===== src/rtl/out_bus_sequencer.sv =====
// out_bus_sequencer: queued address/data bus sequencer (setup, strobe, wait for ready).
// Optional macro BUS_TIMEOUT_EN aborts an access after TIMEOUT_CYC cycles without Mem_Ready.
module out_bus_sequencer #(
    parameter int unsigned DATA_W      = 8,
    parameter int unsigned ADDR_W      = 8,
    parameter int unsigned DEPTH       = 4,
    parameter int unsigned TIMEOUT_CYC = 16
) (
    input  logic                       Clk,
    input  logic                       Rst,
    input  logic [DATA_W-1:0]          Rx,
    input  logic [DATA_W-1:0]          Ry,
    input  logic [DATA_W-1:0]          NUM,
    input  logic [1:0]                 Sel_Op_OutBus,
    input  logic                       Op_Valid,
    output logic                       Op_Ready,
    input  logic                       Mem_Ready,
    input  logic [DATA_W-1:0]          i_DataIn_Bus,
    output logic [DATA_W-1:0]          o_DataOut_Bus,
    output logic [ADDR_W-1:0]          o_Addres_Data_Bus,
    output logic                       RW,
    output logic                       o_Bus_Strobe,
    output logic [DATA_W-1:0]          o_Read_Data,
    output logic                       o_Read_Valid,
    output logic [$clog2(DEPTH+1)-1:0] o_Queue_Count,
    output logic                       o_Bus_Busy,
    output logic                       o_Bus_Err
);

    localparam int unsigned PTR_W = $clog2(DEPTH);
    localparam int unsigned CNT_W = $clog2(DEPTH + 1);

    typedef enum logic [1:0] {
        S_IDLE,
        S_SETUP,
        S_ACCESS
    } state_t;

    state_t            r_state;
    state_t            w_state_nxt;

    logic              r_q_rd   [DEPTH];
    logic [DATA_W-1:0] r_q_data [DEPTH];
    logic [ADDR_W-1:0] r_q_addr [DEPTH];
    logic [PTR_W-1:0]  r_wr_ptr;
    logic [PTR_W-1:0]  r_rd_ptr;
    logic [CNT_W-1:0]  r_count;

    logic              r_is_rd;
    logic [DATA_W-1:0] r_data_out;
    logic [ADDR_W-1:0] r_addr_out;
    logic [DATA_W-1:0] r_read_data;
    logic              r_read_valid;

    logic              w_push;
    logic              w_pop;
    logic              w_done;
    logic              w_abort;
    logic              w_in_rd;
    logic [DATA_W-1:0] w_in_data;
    logic [DATA_W-1:0] w_in_addr_src;
    logic [ADDR_W-1:0] w_in_addr;

    assign Op_Ready  = (r_count < CNT_W'(DEPTH));
    assign w_push    = Op_Valid && Op_Ready;
    assign w_pop     = (r_state == S_IDLE) && (r_count != '0);
    assign w_done    = (r_state == S_ACCESS) && Mem_Ready;
    assign w_in_addr = ADDR_W'(w_in_addr_src);

    // Decode the selected operation into direction, data and address source
    always_comb begin
        w_in_rd       = 1'b0;
        w_in_data     = Rx;
        w_in_addr_src = Ry;
        unique case (Sel_Op_OutBus)
            2'b00: w_in_rd = 1'b1;
            2'b01: w_in_data = Rx;
            2'b10: w_in_data = NUM;
            2'b11: w_in_addr_src = NUM;
        endcase
    end

    // Queue storage; flushing only needs the pointers, so no reset here
    always_ff @(posedge Clk) begin
        if (w_push) begin
            r_q_rd[r_wr_ptr]   <= w_in_rd;
            r_q_data[r_wr_ptr] <= w_in_data;
            r_q_addr[r_wr_ptr] <= w_in_addr;
        end
    end

    // Queue pointers and occupancy; pointers wrap naturally at DEPTH
    always_ff @(posedge Clk) begin
        if (Rst) begin
            r_wr_ptr <= '0;
            r_rd_ptr <= '0;
            r_count  <= '0;
        end else begin
            if (w_push) r_wr_ptr <= r_wr_ptr + PTR_W'(1);
            if (w_pop)  r_rd_ptr <= r_rd_ptr + PTR_W'(1);
            unique case ({w_push, w_pop})
                2'b10:   r_count <= r_count + CNT_W'(1);
                2'b01:   r_count <= r_count - CNT_W'(1);
                default: r_count <= r_count;
            endcase
        end
    end

    // Bus cycle state register
    always_ff @(posedge Clk) begin
        if (Rst) r_state <= S_IDLE;
        else     r_state <= w_state_nxt;
    end

    // Bus cycle sequencing: setup, strobe, wait for ready (or abort)
    always_comb begin
        w_state_nxt = r_state;
        unique case (r_state)
            S_IDLE:   if (w_pop) w_state_nxt = S_SETUP;
            S_SETUP:  w_state_nxt = S_ACCESS;
            S_ACCESS: if (w_done || w_abort) w_state_nxt = S_IDLE;
            default:  w_state_nxt = S_IDLE;
        endcase
    end

    // Load the head entry onto the bus; reads leave the data bus untouched
    always_ff @(posedge Clk) begin
        if (Rst) begin
            r_is_rd    <= 1'b0;
            r_addr_out <= '0;
            r_data_out <= '0;
        end else if (w_pop) begin
            r_is_rd    <= r_q_rd[r_rd_ptr];
            r_addr_out <= r_q_addr[r_rd_ptr];
            if (!r_q_rd[r_rd_ptr]) r_data_out <= r_q_data[r_rd_ptr];
        end
    end

    // Capture read data on completion and pulse valid for one cycle
    always_ff @(posedge Clk) begin
        if (Rst) begin
            r_read_valid <= 1'b0;
            r_read_data  <= '0;
        end else begin
            r_read_valid <= w_done && r_is_rd;
            if (w_done && r_is_rd) r_read_data <= i_DataIn_Bus;
        end
    end

`ifdef BUS_TIMEOUT_EN
    localparam int unsigned TO_W = $clog2(TIMEOUT_CYC + 1);

    logic [TO_W-1:0] r_to_cnt;
    logic            r_err;

    // A ready in the last allowed cycle still completes normally
    assign w_abort = (r_state == S_ACCESS) && !Mem_Ready
                     && (r_to_cnt == TO_W'(TIMEOUT_CYC - 1));

    // Count access cycles spent waiting for ready
    always_ff @(posedge Clk) begin
        if (Rst)                      r_to_cnt <= '0;
        else if (r_state != S_ACCESS) r_to_cnt <= '0;
        else if (!Mem_Ready)          r_to_cnt <= r_to_cnt + TO_W'(1);
    end

    // One-cycle error pulse after an aborted access
    always_ff @(posedge Clk) begin
        if (Rst) r_err <= 1'b0;
        else     r_err <= w_abort;
    end

    assign o_Bus_Err = r_err;
`else
    logic w_unused_timeout;

    assign w_unused_timeout = (TIMEOUT_CYC != 0);
    assign w_abort          = 1'b0;
    assign o_Bus_Err        = 1'b0;
`endif

    assign o_DataOut_Bus     = r_data_out;
    assign o_Addres_Data_Bus = r_addr_out;
    assign RW                = (r_state == S_IDLE) || r_is_rd;
    assign o_Bus_Strobe      = (r_state == S_ACCESS);
    assign o_Bus_Busy        = (r_state != S_IDLE);
    assign o_Read_Data       = r_read_data;
    assign o_Read_Valid      = r_read_valid;
    assign o_Queue_Count     = r_count;

endmodule

===== config.mk =====
export PLATFORM = sky130hd
export DESIGN_NAME = out_bus_sequencer
export DESIGN_NICKNAME = d
export VERILOG_FILES = /design/src/rtl/out_bus_sequencer.sv
export SDC_FILE = /design/constraint.sdc
export NUM_CORES = 1
export LEC_CHECK = 0
export CORE_UTILIZATION = 40
export DETAILED_ROUTE_END_ITERATION = 8
export GPL_TIMING_DRIVEN = 0
export PLACE_DENSITY = 0.7
export SLEW_MARGIN = 0
export SYNTH_ARGS = -nofsm -noshare
export SYNTH_HDL_FRONTEND = slang
export SYNTH_SLANG_ARGS = --single-unit

===== constraint.sdc =====
create_clock -name Clk -period 4 [get_ports Clk]
set_input_delay 0.8 -clock Clk [delete_from_list [all_inputs] [get_ports Clk]]
set_output_delay 0.8 -clock Clk [all_outputs]
set_load 0.02 [all_outputs]

==> impl_metrics.ini <==
[sta]
final.setup_skew_ns = 0.01071
finalSetupTns_ns = 0
min_period_over_period_pct = 79.87
slew_violations = 0
layout_setup_ws_ns = 0.8053
slew_headroom_pct = 36.53
hold_viol = 0
fmax_ghz = 0.3130
worst_pin_slew_ns = 0.9520
finalSetupViolCount = 0
grt_setup_unrepaired = no
fin_crit_ns = 3.195

[place]
placed_cells = 495
place_area_sq_mm = 0.005065
io_buffers = 68
gp_congestion = 0.7577
hpwl_um = 5758
place_ws_ns = 1.091

[yosys]
synth_xor_area_share_pct = 0.6235
synth_cell_types = 31
synth_compound_area_share_pct = 6.473
synth_nets = 335
syn_avg_cell_area_sq_um = 14.48
synth_top_area_share_pct = 48.46
yosysWarnings = 0
muxShareOfSynthArea_pct = 13.84
synth_area_sq_mm = 0.004214
netlist_instances = 291
ys_ff_latch = 105
synth-simple-area-share_pct = 7.928
ys_top_cells_by_area = edfxtp_1, dfxtp_1, mux4_2
synth_top_family_by_area = multiplexers
synth_fa_ha_area_share_pct = 1.960
seq_area_frac_synth_pct = 66.03
synth_top_cell_by_area = edfxtp_1

[drt]
wire_per_inst_um = 15.94
dr.max_layer_used = met4
routed_wl_um = 8145
route.met3.wl_um = 390
via_per_inst = 5.078
wl_met1_um = 3615
met2_length_um = 4001
firstDrtPassIters = 4
vias = 2595
drt_drc_violations_left = 0
drt_iter0_drc = 105
ant_nets = 0

[cts]
worstSkewPairLatency_ns = 0.36
cts.repair.resized = 0
cts_setup_buffers = 0
cts_tree = yes
clk_pin_slew_worst_paths_ns = 0.10
numCtsBuffers = 9
cts-root-buf = clkbuf_8
h-tree-depth = 3
clock_path_buffers = 2
hold_buffers = 0
cts_sinks = 105

[finish]
layout.nets = 414
fin_cells = 511
fillers = 916
diodes = 0
drive_gt1_share_pct = 13.07
design_area_sq_mm = 0.005229
final_cell_mix = clkdlybuf4s50_1, edfxtp_1, dfxtp_1
layout-area-overhead-vs-synth_pct = 24.08

[setup_path]
crit_chain = nor2_1 -> inv_1 -> clkbuf_1 -> clkbuf_1 -> nand2b_1 -> clkdlybuf4s50_1
required_ns = 3.20
cp_common_cell = clkbuf_1
critical-path-slowest-cell = clkdlybuf4s50_1
critPathMaxStageDelay_ns = 0.56
crit_type = reg2out
crit_path_end_kind = output pin
crit_fanout = 10
cp.arrival_ns = 2.39
cp-start-kind = register

[flow_run]
maxCapViolCount = 0

[floorplanning]
pin_count = 71
dieHeight_um = 104.6
die_w_um = 104.6
rows = 37
coreArea_sq_mm = 0.01028
dieArea_sq_mm = 0.01095
start_util_pct = 41.00

[pwr]
p_seq_share_pct = 45.6
clkPwrFrac_pct = 17.9
power.density_mw_per_mm2 = 602.9
p_int_mw = 2.082
p_leak_nw = 1.703
p_sw_share_pct = 33.94
ir_drop_v = 0.0001960
pwr-share-comb_pct = 36.5
power.switching_mw = 1.070

[grt]
grt.overflow.total = 0
grt_usage_pct = 15.22
grt_max_degree = 18
antenna_found_initial = 0
grt_pass1_vias = 2452
grt_pass1_wl_um = 12550

[run_status]
run_status = completed

[worst_hold_path]
hp-class = reg2reg
worst max-delay path, delay by kind of cell, from the launching register on:
family,cells,cell delay [ns]
buffers and inverters,4,1.40
flip-flops,1,0.42
AND/OR/NAND/NOR,2,0.22
cell families (layout without fill, tap and decap cells):
logic type | count (synthesis) | after routing
compound gates | 50 | 50
xor+xnor | 3 | 3
fa+ha+maj | 6 | 6
buf+inv | 30 | 114
flops | 105 | 105
mux | 35 | 35
other cells | 1 | 1
simple gates | 61 | 61
layout make-up:
cell class                      count  area [sq um]  share of cell area [%]
Tap cell                          136         170.2                   3.254
Sequential cell                   105          2783                   53.22
Clock inverter                      5         32.53                  0.6222
Timing Repair Buffer               68         680.7                   13.02
Inverter                            9         33.78                  0.6461
Multi-Input combinational cell    156          1303                   24.91
Buffer                             21         95.09                   1.819
Clock buffer                       11         131.4                   2.513
registers in the layout (all words and copies together) (netlist names), named ones only:
register           cells
r_q_addr              32
r_q_data              32
o_Addres_Data_Bus      8
o_DataOut_Bus          8
o_Read_Data            8
r_q_rd                 4
o_Queue_Count          3
r_rd_ptr               2
r_state                2
r_wr_ptr               2
o_Read_Valid           1
r_is_rd                1
through the flow:
stage	total power [mW]	hold WS, ns	util, %
6_report	3.152	0.4574	50.88
5_1_grt	3.334	0.4785	50.88
4_1_cts	3.175	0.4600	50.88
3_5_place_dp	2.619	0.4469	49.28
3_3_place_gp	2.594	0.4428	49.28
2_1_floorplan	2.188	0.4710	-
cells in the mapped netlist, drive strengths merged:
cell    instances
edfxtp         68
dfxtp          37
a21oi          30
mux4           17
nand2          17
mux2           16
clkbuf         14
nor2           11
o21ai          11
nand3          10
inv             9
o31ai           9
or4b            8
buf             7
ha              5
and2            4
mux2i           2
nand2b          2
nor2b           2
nor3            2
or3             2
xor2            2
and4b           1
conb            1
fa              1
nand4b          1
or4             1
xnor2           1
path summary, 6_finish.rpt:
path | from | endpoint | slack (ns) | cells past startpoint
setup / recovery | r_state[0] | RW | 0.81 | 6
hold / removal | o_Read_Data[4] | o_Read_Data[4] | 0.46 | 2
setup reg to reg | r_state[1] | o_Queue_Count[2] | 1.41 | 11
hold reg to reg | o_Read_Data[4] | o_Read_Data[4] | 0.46 | 2
power by group through the flow:
stage          clock, mW  sequential (mW)  combinational, mW
6_report           0.563             1.44               1.15
2_1_floorplan          0             1.54              0.650
4_1_cts            0.576             1.44               1.16
3_5_place_dp           0             1.47               1.15
5_1_grt            0.621             1.46               1.25
3_3_place_gp           0             1.46               1.14
per-layer routing:
layer	up-vias	global-route usage, %
met1	1250	19.78
met3	14	2.745
li1	1248	-
met2	83	25.40
met5	-	0
met4	0	5.835
Note: power is estimated with default switching activity, not from simulation.
